`src/rtl/fetch_sequencer.sv`:
```
// -----------------------------------------------------------------------------
// fetch_sequencer
//
// Control FSM for the instruction fetch stage. Drives the PC load enable, the
// PC-source select and the IF/ID load/clear controls from branch, halt and
// load-use hazard requests. After reset it holds fetch idle for BOOT_CYCLES
// cycles; after each taken branch it keeps IF/ID flushed for FLUSH_SLOTS
// cycles (redirect cycle included). Two saturating 16-bit counters record
// hazard-stall cycles and honored redirects for debug.
//
// Ports:
//   clk                 system clock, rising edge
//   reset               synchronous, active-low reset
//   branch_taken_in     resolved taken branch/jump this cycle
//   load_use_hazard_in  ID-stage load-use hazard (hold PC and IF/ID)
//   halt_in             stop fetching, sticky until reset
//   pc_write_out        PC register load enable
//   pc_src_out          PC mux select: 1 = branch target, 0 = PC+4
//   if_id_write_out     IF/ID register load enable
//   if_id_flush_out     IF/ID register clear (bubble insert)
//   state_out           BOOT=0, RUN=1, FLUSH=2, HALT=3
//   stall_count_out     saturating count of hazard-stall cycles
//   redirect_count_out  saturating count of honored redirects
// -----------------------------------------------------------------------------
module fetch_sequencer #(
  parameter int BOOT_CYCLES = 2,
  parameter int FLUSH_SLOTS = 2
) (
  input  logic        clk,
  input  logic        reset,
  input  logic        branch_taken_in,
  input  logic        load_use_hazard_in,
  input  logic        halt_in,
  output logic        pc_write_out,
  output logic        pc_src_out,
  output logic        if_id_write_out,
  output logic        if_id_flush_out,
  output logic [1:0]  state_out,
  output logic [15:0] stall_count_out,
  output logic [15:0] redirect_count_out
);

  // Configuration guard: out-of-range parameters stop elaboration.
  generate
    if (BOOT_CYCLES < 1 || BOOT_CYCLES > 15) begin : g_bad_boot_cycles
      $error("fetch_sequencer: BOOT_CYCLES must be in 1..15");
    end
    if (FLUSH_SLOTS < 1 || FLUSH_SLOTS > 7) begin : g_bad_flush_slots
      $error("fetch_sequencer: FLUSH_SLOTS must be in 1..7");
    end
  endgenerate

  typedef enum logic [1:0] {
    BOOT  = 2'd0,
    RUN   = 2'd1,
    FLUSH = 2'd2,
    HALT  = 2'd3
  } state_t;

  localparam logic [3:0] BOOT_LAST    = 4'(BOOT_CYCLES - 1);
  localparam logic [2:0] FLUSH_RELOAD = 3'(FLUSH_SLOTS - 1);

  state_t      r_state;
  logic [3:0]  r_boot_cnt;
  logic [2:0]  r_flush_cnt;
  logic [15:0] r_stall_cnt;
  logic [15:0] r_redirect_cnt;

  function automatic logic [15:0] sat_inc(input logic [15:0] v);
    return (v == 16'hFFFF) ? v : v + 16'd1;
  endfunction

  // NOTE: every register here sits behind the synchronous reset branch and is
  // updated with non-blocking assignments, so all of them sample the same
  // pre-edge values regardless of statement order.
  always_ff @(posedge clk) begin
    if (!reset) begin
      r_state        <= BOOT;
      r_boot_cnt     <= '0;
      r_flush_cnt    <= '0;
      r_stall_cnt    <= '0;
      r_redirect_cnt <= '0;
    end else begin
      case (r_state)
        BOOT: begin
          r_boot_cnt <= r_boot_cnt + 4'd1;
          // Counter holds the number of boot cycles already completed.
          if (r_boot_cnt == BOOT_LAST) r_state <= RUN;
        end
        RUN: begin
          if (branch_taken_in) begin
            r_redirect_cnt <= sat_inc(r_redirect_cnt);
            if (FLUSH_SLOTS > 1) begin
              r_state     <= FLUSH;
              r_flush_cnt <= FLUSH_RELOAD;
            end
          end else if (halt_in) begin
            r_state <= HALT;
          end else if (load_use_hazard_in) begin
            r_stall_cnt <= sat_inc(r_stall_cnt);
          end
        end
        FLUSH: begin
          if (branch_taken_in) begin
            // A branch on a flush slot restarts the whole flush window.
            r_redirect_cnt <= sat_inc(r_redirect_cnt);
            r_flush_cnt    <= FLUSH_RELOAD;
          end else begin
            r_flush_cnt <= r_flush_cnt - 3'd1;
            if (r_flush_cnt <= 3'd1) r_state <= RUN;
          end
        end
        default: ;  // HALT: only reset leaves
      endcase
    end
  end

  // Mealy control outputs: registered state plus current requests.
  // NOTE: every output gets its BOOT value first so no path leaves one
  // unassigned, which would otherwise infer a latch.
  always_comb begin
    pc_write_out    = 1'b0;
    pc_src_out      = 1'b0;
    if_id_write_out = 1'b0;
    if_id_flush_out = 1'b1;
    if (reset) begin
      case (r_state)
        RUN: begin
          if (branch_taken_in) begin
            pc_write_out    = 1'b1;
            pc_src_out      = 1'b1;
            if_id_write_out = 1'b1;
            if_id_flush_out = 1'b1;
          end else if (halt_in) begin
            if_id_flush_out = 1'b1;
          end else if (load_use_hazard_in) begin
            if_id_flush_out = 1'b0;
          end else begin
            pc_write_out    = 1'b1;
            if_id_write_out = 1'b1;
            if_id_flush_out = 1'b0;
          end
        end
        FLUSH: begin
          pc_write_out    = 1'b1;
          pc_src_out      = branch_taken_in;
          if_id_write_out = 1'b1;
          if_id_flush_out = 1'b1;
        end
        default: ;  // BOOT and HALT keep the idle values
      endcase
    end
  end

  assign state_out          = r_state;
  assign stall_count_out    = r_stall_cnt;
  assign redirect_count_out = r_redirect_cnt;

endmodule

```
`config.mk`:
```
export PLATFORM = sky130hd
export DESIGN_NAME = fetch_sequencer
export DESIGN_NICKNAME = d
export VERILOG_FILES = /design/src/rtl/fetch_sequencer.sv
export SDC_FILE = /design/constraint.sdc
export NUM_CORES = 1
export LEC_CHECK = 0
export CAP_MARGIN = 20
export CORE_MARGIN = 2
export CORE_UTILIZATION = 30
export CTS_CLUSTER_DIAMETER = 50
export DETAILED_ROUTE_END_ITERATION = 8
export GPL_TIMING_DRIVEN = 0
export MAX_ROUTING_LAYER = met4
export SLEW_MARGIN = 0
export SYNTH_ARGS = -nofsm -noshare
export SYNTH_HDL_FRONTEND = slang
export SYNTH_SLANG_ARGS = --single-unit
```
`constraint.sdc`:
```
create_clock -name clk -period 4.1 [get_ports clk]
set_input_delay 0.41 -clock clk [delete_from_list [all_inputs] [get_ports clk]]
set_output_delay 0.41 -clock clk [all_outputs]
set_load 0.01 [all_outputs]
```
==> results_dict.tcl, run 1 <==
set metrics [dict create \
    outcome "finished, final reports clean" \
    ys_ff_latch 41 \
    die_h_um 90.4 \
    critPathRequiredTime_ps 3690 \
    track_usage_pct 15.0 \
    drive_gt1_share_pct 4.70 \
    syn-num-nets 283 \
    synthTopCellsByArea "dfxtp_1 (37%), ha_1 (5.0%), a21oi_1 (4.7%)" \
    fin_setup_tns_ps 0 \
    grt_pass1_vias 2054 \
    fin_crit_sh_pct 79.1 \
    async_flop_share_pct 0 \
    ff2ff_setup_slack_ps 1870 \
    cts-buffers-inserted 5 \
    path_delay_family "buffers and inverters" \
    whs_ps 497 \
    maxCapViolations 0 \
    skew_ps 5.77 \
    synth_top_area_share_pct 36.6 \
    tightest_slew_ps 702 \
    crit_chain "clkdlybuf4s50_1 > clkbuf_1 > buf_1 > nand2_1 > a21oi_1 > buf_4 > clkdlybuf4s50_1" \
    worstPathArrival_ps 2830 \
    drt_wl_total_mm 5.70 \
    powerDensity_nw_per_um2 365 \
    cts.clk_slew.worst_paths_ps 80 \
    synth_most_common_cell "dfxtp_1" \
    report.final.setup_viol 0 \
    io_buffers 42 \
    seq_area_um2 821 \
    std_cell_rows 31 \
    initial_core_util_pct 30.9 \
    grt_use_met2_pct 23.6 \
    clkLatencyLatePin_ps 300 \
    fillCellCount 763 \
    ys_types 48 \
    max_slew_margin_pct 52.9 \
    crit_buf_inv 5 \
    worstSetupPathType "in -> out" \
    multi_input_area_um2 1310 \
    n_antenna_cell 0 \
    slew_viol_final 0 \
    seq_area_frac_synth_pct 36.6 \
    power_w 0.00106 \
    num_vias 2213 \
    p_leak_nw 0.905 \
    cts-root-buf "clkbuf_8" \
    synth_area_leader_cell "dfxtp_1" \
    synth_area_per_cell_um2 8.33 \
    ir_drop_mv 0.145 \
    fin_util_pct 40.0 \
    place.gp.congestion 0.758 \
    cts_setup_buffers 0 \
    grt_pass1_wl_mm 9.79 \
    synthTopCellsByCount "dfxtp_1 (41), nand2_1 (24), a21oi_1 (21)" \
    clock-sinks 41 \
    gr-usage-met1_pct 18.7 \
    dp_hpwl_mm 4.08 \
    yosys_warnings 0 \
    htree_num_levels 2 \
    die_width_um 90.4 \
    ant_nets 0 \
    ys.flop_type "dfxtp_1" \
    grt-busiest-layer "met2" \
    cp_slowest_cell "clkdlybuf4s50_1" \
    area_delta_synth_final_pct 29.5 \
    synth_edf_count 0 \
    core_area_um2 7250 \
    period_needed_ps 3240 \
    path_max_fanout 10 \
    critPathCaptureType "output pin" \
    io_pins 43 \
    routedWlPerCell_um 13.6 \
    grt_max_degree 13 \
    netlist_area_um2 2240 \
    first_pass_iters 4 \
    drcViolationCount 0 \
    fmax_ghz 0.308 \
    setup_slack_ps 856 \
    cts_tree "done" \
    cp_common_cell "clkdlybuf4s50_1" \
    globalRouteMet3Util_pct 3.92 \
    critPathLaunchType "primary input" \
    pre_cts_slack_ps 820 \
    rsz0062_at_grt "no" \
    hold_class "reg -> reg" \
    max_stage_delay_ps 600 \
    syn_inst 269 \
    cts_resized 0 \
    ctsLongestPathBuffers 2 \
    dieArea_um2 8170 \
    drtIter0Drc 83 \
    nets 332 \
    hold_viol_final 0 \
    grt-ovfl-total 0 \
    cts_hold_buf 0 \
    antenna_found_initial 0 \
    via_per_inst 5.29 \
]
[worst paths after layout]
path	from	endpoint	cells past startpoint
setup / recovery	reset	pc_write_out	7
hold / removal	stall_count_out[15]	stall_count_out[15]	2
hold reg to reg	stall_count_out[15]	stall_count_out[15]	2
setup reg to reg	state_out[0]	redirect_count_out[13]	6
[cell usage in the layout, fill, tap and decap left out, types with 7 or more instances in the layout]
cell type and n:
dfxtp_1 41, nand3_1 10, ha_1 9, clkdlybuf4s50_1 42, o31ai_1 10, or4_1 10
nor2_1 15, inv_1 11, nand4_1 14, or3_1 10, a31oi_1 7, a21oi_1 21
o21ai_0 10, nand2_1 24, clkbuf_1 10
[sequential cells by signal, summed over array words and instances, names as in the netlist]
signal / flops
r_flush_cnt: 3
stall_count_out: 16
r_boot_cnt: 4
redirect_count_out: 16
state_out: 2
[power by group]
part           internal [W]  switching, W  total, W  leakage, nW
clock              0.000199      0.000142  0.000341       0.0585
combinational      0.000119      0.000139  0.000258        0.515
sequential         0.000427     0.0000330  0.000460        0.331
total              0.000744      0.000314   0.00106        0.905
[metal layers]
layer | wire, um | vias to the layer above
met5 | 0 | -
met4 | 82 | 0
met3 | 203 | 7
met2 | 2650 | 40
met1 | 2770 | 1046
li1 | - | 1120
[worst reg2reg max path, delay by kind of cell (launching register included)]
family	cells	cell delay [ps]
AO/OA/AOI/OAI	1	140
AND/OR/NAND/NOR	3	1200
flip-flops	1	390
adder cells (fa/ha/maj)	1	350
buffers and inverters	1	80
[per-stage QoR]
stage / instance area, um2 / cells
detailed placement: 2780 / 410
global placement: 2780 / 410
CTS: 2900 / 418
global route: 2900 / 418
floorplan: 2240 / 269
finish: 2900 / 418
[cell families (layout without fill, tap and decap cells)]
group / Yosys count / count (layout) / share of synthesized area (%)
simple gates: 116 / 116 / 30.4
compound gates: 69 / 69 / 19.8
mux: 5 / 5 / 2.23
xor+xnor: 3 / 3 / 1.17
fa+ha+maj: 9 / 9 / 5.03
flops: 41 / 41 / 36.6
buf+inv: 26 / 76 / 4.69
[final cells by class]
cell class	instances	share of cell area, %
plain buffers	14	2.07
multi-input cells	202	45.3
clock buffers	7	2.98
clock inverters	1	1.04
flip-flops and latches	41	28.3
repair buffers	42	14.5
inverters	12	1.55
well taps	99	4.27
No activity file was read; power rests on OpenSTA's default activity.
==> run 2: changes to the inputs <==
Clock period 4.1 ns to 3.35 ns, I/O delays scaled along.
==> results of run 2 <==
Same layout as run 1 (identical final DEF). Status: finished, final reports clean.
Main changes from that run: setup slack after placement 820 ps -> 220 ps; setup slack after layout 856 ps -> 256 ps; register-to-register setup slack 1870 ps -> 1120 ps; total power 0.00106 W -> 0.00130 W; worst IR drop on VDD 0.145 mV -> 0.177 mV
